$ cat src/rtl/key_debounce_multi.sv
// N-channel push-button conditioner: 2-flop synchroniser, debounce counter and
// press/long/repeat tracking FSM per channel, with a shared any-event flag.

module key_debounce_chan #(
   parameter int ACTIVE_LOW    = 1,
   parameter int DEB_CYCLES    = 1000000,
   parameter int LONG_CYCLES   = 50000000,
   parameter int REPEAT_CYCLES = 10000000,
   parameter int REPEAT_EN     = 1
) (
   input  logic sys_clk,
   input  logic sys_rst_n,
   input  logic key,
   output logic key_state,
   output logic key_press,
   output logic key_release,
   output logic key_short,
   output logic key_long,
   output logic key_repeat
);
   localparam logic REL_LVL  = (ACTIVE_LOW != 0) ? 1'b1 : 1'b0;
   localparam int   HOLD_MAX = (LONG_CYCLES > REPEAT_CYCLES) ? LONG_CYCLES : REPEAT_CYCLES;
   localparam int   DW       = $clog2(DEB_CYCLES);
   localparam int   HW       = $clog2(HOLD_MAX);
   localparam logic [DW-1:0] DEB_TERM  = DW'(DEB_CYCLES - 1);
   localparam logic [HW-1:0] LONG_TERM = HW'(LONG_CYCLES - 1);
   localparam logic [HW-1:0] REP_TERM  = HW'(REPEAT_CYCLES - 1);

   typedef enum logic [1:0] {REL, PRS, HLD} state_t;

   logic [1:0]    sync;
   logic          key_sync;
   logic          commit;
   logic [DW-1:0] deb_cnt;
   logic [HW-1:0] hold_cnt;
   state_t        state;

   always_ff @(posedge sys_clk or negedge sys_rst_n) begin
      if (!sys_rst_n) sync <= {2{REL_LVL}};
      else            sync <= {sync[0], key};
   end

   assign key_sync = (ACTIVE_LOW != 0) ? ~sync[1] : sync[1];
   assign commit   = (key_sync != key_state) && (deb_cnt == DEB_TERM);

   // Any sample matching the committed level restarts the debounce window.
   always_ff @(posedge sys_clk or negedge sys_rst_n) begin
      if (!sys_rst_n) begin
         deb_cnt   <= '0;
         key_state <= 1'b0;
      end else if (key_sync == key_state) begin
         deb_cnt <= '0;
      end else if (commit) begin
         deb_cnt   <= '0;
         key_state <= key_sync;
      end else begin
         deb_cnt <= deb_cnt + 1'b1;
      end
   end

   // Release commit outranks a coincident long/repeat terminal count.
   always_ff @(posedge sys_clk or negedge sys_rst_n) begin
      if (!sys_rst_n) begin
         state       <= REL;
         hold_cnt    <= '0;
         key_press   <= 1'b0;
         key_release <= 1'b0;
         key_short   <= 1'b0;
         key_long    <= 1'b0;
         key_repeat  <= 1'b0;
      end else begin
         key_press   <= 1'b0;
         key_release <= 1'b0;
         key_short   <= 1'b0;
         key_long    <= 1'b0;
         key_repeat  <= 1'b0;
         case (state)
            REL: begin
               if (commit && key_sync) begin
                  state     <= PRS;
                  hold_cnt  <= '0;
                  key_press <= 1'b1;
               end
            end
            PRS: begin
               if (commit && !key_sync) begin
                  state       <= REL;
                  hold_cnt    <= '0;
                  key_release <= 1'b1;
                  key_short   <= 1'b1;
               end else if (hold_cnt == LONG_TERM) begin
                  state    <= HLD;
                  hold_cnt <= '0;
                  key_long <= 1'b1;
               end else begin
                  hold_cnt <= hold_cnt + 1'b1;
               end
            end
            HLD: begin
               if (commit && !key_sync) begin
                  state       <= REL;
                  hold_cnt    <= '0;
                  key_release <= 1'b1;
               end else if (REPEAT_EN != 0) begin
                  if (hold_cnt == REP_TERM) begin
                     hold_cnt   <= '0;
                     key_repeat <= 1'b1;
                  end else begin
                     hold_cnt <= hold_cnt + 1'b1;
                  end
               end
            end
            default: begin
               state    <= REL;
               hold_cnt <= '0;
            end
         endcase
      end
   end
endmodule

module key_debounce_multi #(
   parameter int KEY_NUM       = 4,
   parameter int ACTIVE_LOW    = 1,
   parameter int DEB_CYCLES    = 1000000,
   parameter int LONG_CYCLES   = 50000000,
   parameter int REPEAT_CYCLES = 10000000,
   parameter int REPEAT_EN     = 1
) (
   input  logic               sys_clk,
   input  logic               sys_rst_n,
   input  logic [KEY_NUM-1:0] key,
   output logic [KEY_NUM-1:0] key_state,
   output logic [KEY_NUM-1:0] key_press,
   output logic [KEY_NUM-1:0] key_release,
   output logic [KEY_NUM-1:0] key_short,
   output logic [KEY_NUM-1:0] key_long,
   output logic [KEY_NUM-1:0] key_repeat,
   output logic               key_flag
);
   for (genvar i = 0; i < KEY_NUM; i++) begin : g_chan
      key_debounce_chan #(
         .ACTIVE_LOW   (ACTIVE_LOW),
         .DEB_CYCLES   (DEB_CYCLES),
         .LONG_CYCLES  (LONG_CYCLES),
         .REPEAT_CYCLES(REPEAT_CYCLES),
         .REPEAT_EN    (REPEAT_EN)
      ) u_chan (
         .sys_clk    (sys_clk),
         .sys_rst_n  (sys_rst_n),
         .key        (key[i]),
         .key_state  (key_state[i]),
         .key_press  (key_press[i]),
         .key_release(key_release[i]),
         .key_short  (key_short[i]),
         .key_long   (key_long[i]),
         .key_repeat (key_repeat[i])
      );
   end

   // Pulses are registered, so the flag lands in the same cycle as they do.
   assign key_flag = |{key_press, key_release, key_short, key_long, key_repeat};
endmodule

$ cat config.mk
export PLATFORM = sky130hd
export DESIGN_NAME = key_debounce_multi
export DESIGN_NICKNAME = d
export VERILOG_FILES = /design/src/rtl/key_debounce_multi.sv
export SDC_FILE = /design/constraint.sdc
export NUM_CORES = 1
export LEC_CHECK = 0
export BUFFER_PORTS_ARGS = -buffer_cell sky130_fd_sc_hd__buf_2
export CAP_MARGIN = 20
export CORE_ASPECT_RATIO = 0.7
export CORE_MARGIN = 4
export CORE_UTILIZATION = 60
export CTS_BUF_LIST = sky130_fd_sc_hd__clkbuf_4
export DETAILED_ROUTE_END_ITERATION = 7
export GPL_TIMING_DRIVEN = 0
export PLACE_DENSITY = 0.82
export SLEW_MARGIN = 20
export SYNTH_ARGS = -nofsm -noshare
export SYNTH_HDL_FRONTEND = slang
export SYNTH_HIERARCHICAL = 1
export SYNTH_SLANG_ARGS = --single-unit
$ cat constraint.sdc
create_clock -name sys_clk -period 2.95 [get_ports sys_clk]
set_input_delay 0.295 -clock sys_clk [delete_from_list [all_inputs] [get_ports sys_clk]]
set_output_delay 0.295 -clock sys_clk [all_outputs]
set_load 0.02 [all_outputs]
==> metrics.md, run 1 <==
| Metric | Value |
|---|---|
| Sequential-to-total area share from yosys stat | 0.469 |
| Worst-Margin Slew | 0.912 ns |
| Period utilisation layout | 0.920 |
| Setup Viol. Count Final | 0 |
| Share of cells above drive strength 1 | 0.137 |
| DR vias/cell | 6.04 |
| Core area | slightly below 20000 um^2 |
| Port Buffers | 30 |
| Post-Route WL | ~27 mm |
| Hold Buf Count CTS | 5 |
| RSZ-0062 raised after global routing | false |
| Clock root buffer master | clkbuf_4 |
| Die area | 22300 um^2 |
| DP HPWL | 18.7 mm |
| Num CTS Buffers | 54 |
| Hold Crit Class | in -> async |
| Setup_tns | 0 ns |
| Synth Flop Type | dfrtp_1 |
| Status | complete, no violations |
| DRT iter0 DRCs | about 1100 |
| Slew Limit Fails | 0 |
| Commonest non-fill, non-tap cell in the layout | dfrtp_1 |
| NumNets Final | 1399 |
| Critical path arrival | 3.26 ns |
| Die Y | 126 um |
| Post-synth EDFFs | 0 |
| Leak | 5.78 nW |
| Drt first pass iters | 5 |
| R2R cell count | 9 |
| Minimum clock period | 2.71 ns |
| #FFs+latches synth | approximately 220 |
| Worst endpoint required time | 3.49 ns |
| Global Route Usage Sum | 0.251 |
| Max-cap viol count | 0 |
| CP Capture Type | register |
| Final ANT Viol Nets | 0 |
| Total grt overflow | 0 |
| Die width | 177 um |
| Largest net degree at the start of global routing | 85 |
| Finished Layout Cells | 1683 |
| Placed Instances | 1576 |
| Achievable Freq | 0.369 GHz |
| Fillers | around 1500 |
| Clk Latency, worst-skew pair | 0.69 ns |
| RR Startpoint | g_chan[0].u_chan/deb_cnt[0] |
| Cell Rows | 42 |
| Vias after detailed routing | 10200 |
| VDD IR max | 365 uV |
| Clk slew on worst S/H paths | 0.07 ns |
| P per Cell Area | 450 nW/um^2 |
| Setup Fix Bufs, Post-CTS | 0 |
| P&R area growth vs syn | 11.3% |
| Syn Area/Cell | 9.36 um^2 |
| CTS H-tree depth | 2 |
| Most frequent cells in the layout | 216 x dfrtp_1, 159 x nand3_1, 146 x nand2_1 |
| Worst clock skew | 0.0327 ns |
| Critical path startpoint category | register |
| Rel. slew slack | 0.387 |
| GP Congestion | 0.882 |
| YS warnings | 6 |
| Synth cell types | 67 |
| # DRC | 0 |
| Cells after Synth | 1280 |
| CP max FO | 10 |
| Net Count, Synth | 1306 |
| Initial antenna violation count | 1 |
| Number of buffers on the longest clock path | 3 |
| CTS tree | built |
| Endpoints failing hold | 0 |
| R2r setup slk | 0.24 ns |
| First-pass GRT wire length | 47.2 mm |
| # IOs | 31 |
| Initial Util | 0.623 |
| Post-CTS sizing | 0 |
| Reg2reg end | g_chan[0].u_chan/hold_cnt[25] |
| Post-detailed-route wirelength per cell | about 16 um |
| Syn Std Cell Area | 12000 um^2 |
| Clock sink total | 224 |
| Post-synthesis async set-or-reset flop share | 1.00 |
| Vias in the first global route | between 9000 and 10000 |
| Crit path kind | reg -> reg |
## state kept, by name, indices dropped and copies added, names as in the netlist
name,cells
g_chan.u_chan/deb_cnt,80
g_chan.u_chan/state,8
g_chan.u_chan/key_press,4
g_chan.u_chan/key_long,4
g_chan.u_chan/key_state,4
g_chan.u_chan/key_release,4
g_chan.u_chan/sync,8
g_chan.u_chan/key_repeat,4
g_chan.u_chan/hold_cnt,104
g_chan.u_chan/key_short,4
## per-stage QoR
stage	hold slack [ns]	power, W	setup WS, ns	utilization	area [um^2]
2_1_floorplan	-0.000591	0.00321	0.775	-	12000
3_3_place_gp	0.345	0.00328	-2.26	0.648	12500
5_1_grt	0.183	0.00630	0.0112	0.693	13300
4_1_cts	0.148	0.00609	0.294	0.693	13300
3_5_place_dp	0.314	0.00330	0.333	0.651	12500
6_report	0.173	0.00600	0.237	0.693	13300
## layout make-up
type	instances	area, um^2	share of cell area
Multi-Input combinational cell	968	5940	0.446
Sequential cell	224	5620	0.421
Clock buffer	87	653	0.0490
Tap cell	264	330	0.0248
Buffer	55	294	0.0220
Timing Repair Buffer	37	265	0.0199
Inverter	33	124	0.00929
Clock inverter	14	108	0.00807
Antenna cell	1	2.50	0.000188
## synthesized netlist by cell type (13+ instances only)
cell      number  area share
dfrtp_1      216        0.45
ha_1          20       0.021
clkbuf_1      27      0.0085
nand2_1      146       0.046
or3_1         30       0.016
and2_1        13      0.0068
buf_2         13      0.0054
nor4_1        26       0.014
o311ai_1      20       0.015
inv_1         33       0.010
xnor2_1       24       0.018
nor2_1       133       0.042
a21o_1        16       0.010
xor2_1        43       0.031
nand4_1       47       0.025
a21oi_1       19      0.0079
o21ai_0       50       0.021
nand3_1      159       0.066
and3_1        22       0.011
and4_1        19       0.014
## cells by family (layout without fill, tap and decap cells)
family	after synthesis	after routing	share of synthesized area
AND/OR/NAND/NOR	676	676	0.293
flip-flops	224	224	0.469
AO/OA/AOI/OAI	195	195	0.125
buffers and inverters	88	226	0.0349
XOR/XNOR	67	67	0.0490
adder cells (fa/ha/maj)	20	20	0.0209
multiplexers	10	10	0.00836
other	0	1	0
## worst max path at each step
stage / startpoint / end / slack, ns
after floorplan: g_chan[3].u_chan/hold_cnt[0] / g_chan[3].u_chan/hold_cnt[7] / 0.77
after global placement: sys_rst_n / g_chan[1].u_chan/hold_cnt[8] / -2.26
after detailed placement: g_chan[1].u_chan/deb_cnt[0] / g_chan[1].u_chan/hold_cnt[12] / 0.33
after CTS: g_chan[0].u_chan/deb_cnt[0] / g_chan[0].u_chan/hold_cnt[25] / 0.29
after global routing: g_chan[0].u_chan/deb_cnt[0] / g_chan[0].u_chan/hold_cnt[25] / 0.01
final: g_chan[0].u_chan/deb_cnt[0] / g_chan[0].u_chan/hold_cnt[25] / 0.24
## metal layers
metal | track usage | part of all wire | up-vias
met1 | 0.380 | 0.47 | 4912
met4 | 0.0864 | 0.024 | 0
met2 | 0.359 | 0.43 | 317
met5 | 0 | 0 | -
li1 | - | - | 4889
met3 | 0.0557 | 0.067 | 48
## worst max-delay path, cell delays in order, from the launching register on
cell and delay [ns]:
dfrtp_1 0.41, ha_1 0.26, nand2_1 0.07, nor2_1 0.07
buf_1 0.24, a41oi_1 0.34, clkbuf_1 0.45, clkbuf_1 0.48
nand2_1 0.13, o311ai_1 0.11
## power breakdown
group,switching (W),total [W],internal (W),leakage (nW)
registers,0.0000182,0.00311,0.00309,3.09
logic,0.0000940,0.000127,0.0000326,2.23
clock network,0.00125,0.00276,0.00151,0.457
Note: power is estimated with default switching activity, not from simulation.
==> run 2: changes to the inputs <==
--- a/config.mk
+++ b/config.mk
@@ -6,11 +6,10 @@
 export NUM_CORES = 1
 export LEC_CHECK = 0
 export BUFFER_PORTS_ARGS = -buffer_cell sky130_fd_sc_hd__buf_2
-export CAP_MARGIN = 20
 export CORE_ASPECT_RATIO = 0.7
 export CORE_MARGIN = 4
 export CORE_UTILIZATION = 60
-export CTS_BUF_LIST = sky130_fd_sc_hd__clkbuf_4
+export CTS_BUF_LIST = sky130_fd_sc_hd__clkbuf_2
 export DETAILED_ROUTE_END_ITERATION = 7
 export GPL_TIMING_DRIVEN = 0
 export PLACE_DENSITY = 0.82
==> run 2 against run 1 <==
Power fell by 9.8%. Via count rose by 0.74%. Final cell count fell by 0.18%. Clock skew rose by 0.0084 ns. Design area fell by 1.5%. Sequential power barely moved. Routed wire length rose by 1.0%. Largest power group unchanged.
==> metrics.md, run 2 (same netlist as run 1, synthesis figures left out) <==
| Metric | Value |
|---|---|
| Port Buffers | 30 (unchanged) |
| Sw frac | 0.254 (was 0.227) |
| Drt first pass iters | 5 (unchanged) |
| Largest net degree at the start of global routing | 85 (unchanged) |
| Share of cells above drive strength 1 | 0.133 (was 0.137) |
| Clk slew on worst S/H paths | 0.10 ns (was 0.07 ns) |
| Rel. slew slack | 0.373 (was 0.387) |
| Crit path kind | reg -> reg (unchanged) |
| Worst clock skew | 0.0411 ns (was 0.0327 ns) |
| Final Cell Area | 13100 um^2 (was 13300 um^2) |
| # IOs | 31 (unchanged) |
| CP Capture Type | register (unchanged) |
| Sequential share of power | 0.575 (was 0.519) |
| Reg2reg end | g_chan[0].u_chan/hold_cnt[25] (unchanged) |
| RSZ-0062 raised after global routing | false (unchanged) |
| Achievable Freq | 0.371 GHz (was 0.369 GHz) |
| Die width | 177 um (unchanged) |
| First-pass GRT wire length | 47.4 mm (was 47.2 mm) |
| Worst-Margin Slew | 0.932 ns (was 0.912 ns) |
| Worst endpoint required time | 3.65 ns (was 3.49 ns) |
| Commonest non-fill, non-tap cell in the layout | dfrtp_1 (unchanged) |
| Sw Pwr | 0.00137 W (was 0.00136 W) |
| Setup Viol. Count Final | 0 (unchanged) |
| Max-cap viol count | 0 (unchanged) |
| Fillers | 1526 (was 1501) |
| Slew Limit Fails | 0 (unchanged) |
| Setup Fix Bufs, Post-CTS | 0 (unchanged) |
| Comb pwr share | 0.025 (was 0.021) |
| Total grt overflow | 0 (unchanged) |
| Period utilisation layout | 0.915 (was 0.920) |
| Status | complete, no violations (unchanged) |
| Die Y | 126 um (unchanged) |
| Setup_tns | 0 ns (unchanged) |
| Initial antenna violation count | 0 (was 1) |
| # DRC | 0 (unchanged) |
| Core area | 19200 um^2 (unchanged) |
| CP cell instances | ha_1, nand2_1, nor2_1, buf_1, a41oi_1, clkbuf_1, clkbuf_1, nand2_1, o311ai_1 (unchanged) |
| Vias in the first global route | 9697 (was 9760) |
| Biggest regs | g_chan.u_chan/hold_cnt x104, g_chan.u_chan/deb_cnt x80 (unchanged) |
| Cell Rows | 42 (unchanged) |
| Critical Path Sink | g_chan[0].u_chan/hold_cnt[25] (unchanged) |
| Number of buffers on the longest clock path | 3 (unchanged) |
| Die area | 22300 um^2 (unchanged) |
| Clk Latency, worst-skew pair | 0.84 ns (was 0.69 ns) |
| DR vias/cell | 6.10 (was 6.04) |
| Critical path startpoint category | register (unchanged) |
| Most frequent cells in the layout | 216 x dfrtp_1, 159 x nand3_1, 146 x nand2_1 (unchanged) |
| GP Congestion | 0.882 (unchanged) |
| Setup WS pre-CTS | 0.333 ns (unchanged) |
| Endpoints failing hold | 0 (unchanged) |
| Largest register by flop count | g_chan.u_chan/hold_cnt (unchanged) |
| Minimum clock period | 2.70 ns (was 2.71 ns) |
| Peak per-stage delay on the critical path | 0.47 ns (was 0.48 ns) |
| P per Cell Area | 412 nW/um^2 (was 450 nW/um^2) |
| Placed Instances | 1576 (unchanged) |
| R2R cell count | 9 (unchanged) |
| Vias after detailed routing | 10200 (about the same) |
| CP max FO | 10 (unchanged) |
| Critical path arrival | 3.40 ns (was 3.26 ns) |
| Num CTS Buffers | 54 (unchanged) |
| NumNets Final | 1402 (was 1399) |
| Slowest CP cell | clkbuf_1 (unchanged) |
| VDD IR max | 343 uV (was 365 uV) |
| Final WS setup | 0.252 ns (was 0.237 ns) |
| Post-detailed-route wirelength per cell | 16.4 um (was 16.2 um) |
| CTS H-tree depth | 2 (unchanged) |
| Clock power frac | 0.400 (was 0.460) |
| P&R area growth vs syn | 9.67% (was 11.3%) |
| Initial Util | 0.623 (unchanged) |
| Max reg flops | 104 (unchanged) |
| Global Route Usage Sum | 0.253 (was 0.251) |
| R2r setup slk | 0.25 ns (was 0.24 ns) |
| Finished Layout Cells | 1680 (was 1683) |
| Crit path launch | g_chan[0].u_chan/deb_cnt[0] (unchanged) |
| Hold Crit Class | in -> reg (was in -> async) |
| Register area | 5620 um^2 (unchanged) |
| Finished Core Util | 0.683 (was 0.693) |
| Leak | 5.73 nW (was 5.78 nW) |
| Placement Cell Area | 12500 um^2 (unchanged) |
| Area of the multi-input gates | 5940 um^2 (unchanged) |
| DP HPWL | 18.7 mm (unchanged) |
| Clock sink total | 224 (unchanged) |
| RR Startpoint | g_chan[0].u_chan/deb_cnt[0] (unchanged) |
| Diode count | 0 (was 1) |
| Post-Route WL | 27.6 mm (was 27.3 mm) |
| CTS tree | built (unchanged) |
| Final ANT Viol Nets | 0 (unchanged) |
| Internal power | 0.00403 W (was 0.00464 W) |
| DRT iter0 DRCs | 957 (was 1060) |
| Clock root buffer master | clkbuf_2 (was clkbuf_4) |
run 2: metrics by stage:
step	total power, W	hold slack (ns)
after floorplan	0.00321	-0.000591
after global placement	0.00328	0.345
after detailed placement	0.00330	0.314
after CTS	0.00549	0.0131
after global routing	0.00568	0.0272
final	0.00541	0.109
run 2: power groups by stage:
stage	registers (W)	logic [W]	clock network [W]
floorplan	0.00317	0.0000399	0
global placement	0.00317	0.000114	0
detailed placement	0.00317	0.000127	0
CTS	0.00311	0.000141	0.00224
global route	0.00312	0.000159	0.00241
finish	0.00311	0.000136	0.00216
run 2: metal layers:
| metal | wire [um] | GRT usage | up-vias |
|---|---|---|---|
| met5 | 0 | 0 | - |
| met4 | 676 | 0.0828 | 0 |
| met3 | 1870 | 0.0578 | 54 |
| met2 | 11900 | 0.359 | 341 |
| met1 | 13200 | 0.385 | 4940 |
| li1 | - | - | 4906 |
run 2: worst min-delay path by stage:
stage               cells past startpoint                           end  slack, ns                startpoint
floorplan                               0   g_chan[0].u_chan/deb_cnt[0]    -0.0006                 sys_rst_n
global placement                        0      g_chan[1].u_chan/sync[1]       0.35  g_chan[1].u_chan/sync[0]
detailed placement                      1  g_chan[0].u_chan/deb_cnt[18]       0.31                 sys_rst_n
CTS                                     2      g_chan[0].u_chan/sync[0]       0.01                    key[0]
global route                            2      g_chan[1].u_chan/sync[0]       0.03                    key[1]
finish                                  2      g_chan[0].u_chan/sync[0]       0.11                    key[0]
run 2: critical path, delay by kind of cell (launching register included):
kind,cells,cell delay [ns]
adders and majority gates,1,0.26
AOI/OAI and AO/OA,2,0.43
and+or+nand+nor,3,0.27
DFF,1,0.42
buffers and inverters,3,1.16
run 2: timing repair:
item | 4_1_cts | 5_1_grt
setup endpoints to repair | 0 | 0
endpoints found under the hold margin | 222 | 0
hold buffers | 8 | 0
gates resized for setup | 0 | 0
run 2: cell type report:
class | count | area share
buffer | 55 | 0.0224
clock buffer | 81 | 0.0309
clock inverter | 15 | 0.00838
inverter | 33 | 0.00943
multi-input combinational | 968 | 0.453
sequential | 224 | 0.427
tap | 264 | 0.0251
timing repair buffer | 40 | 0.0238
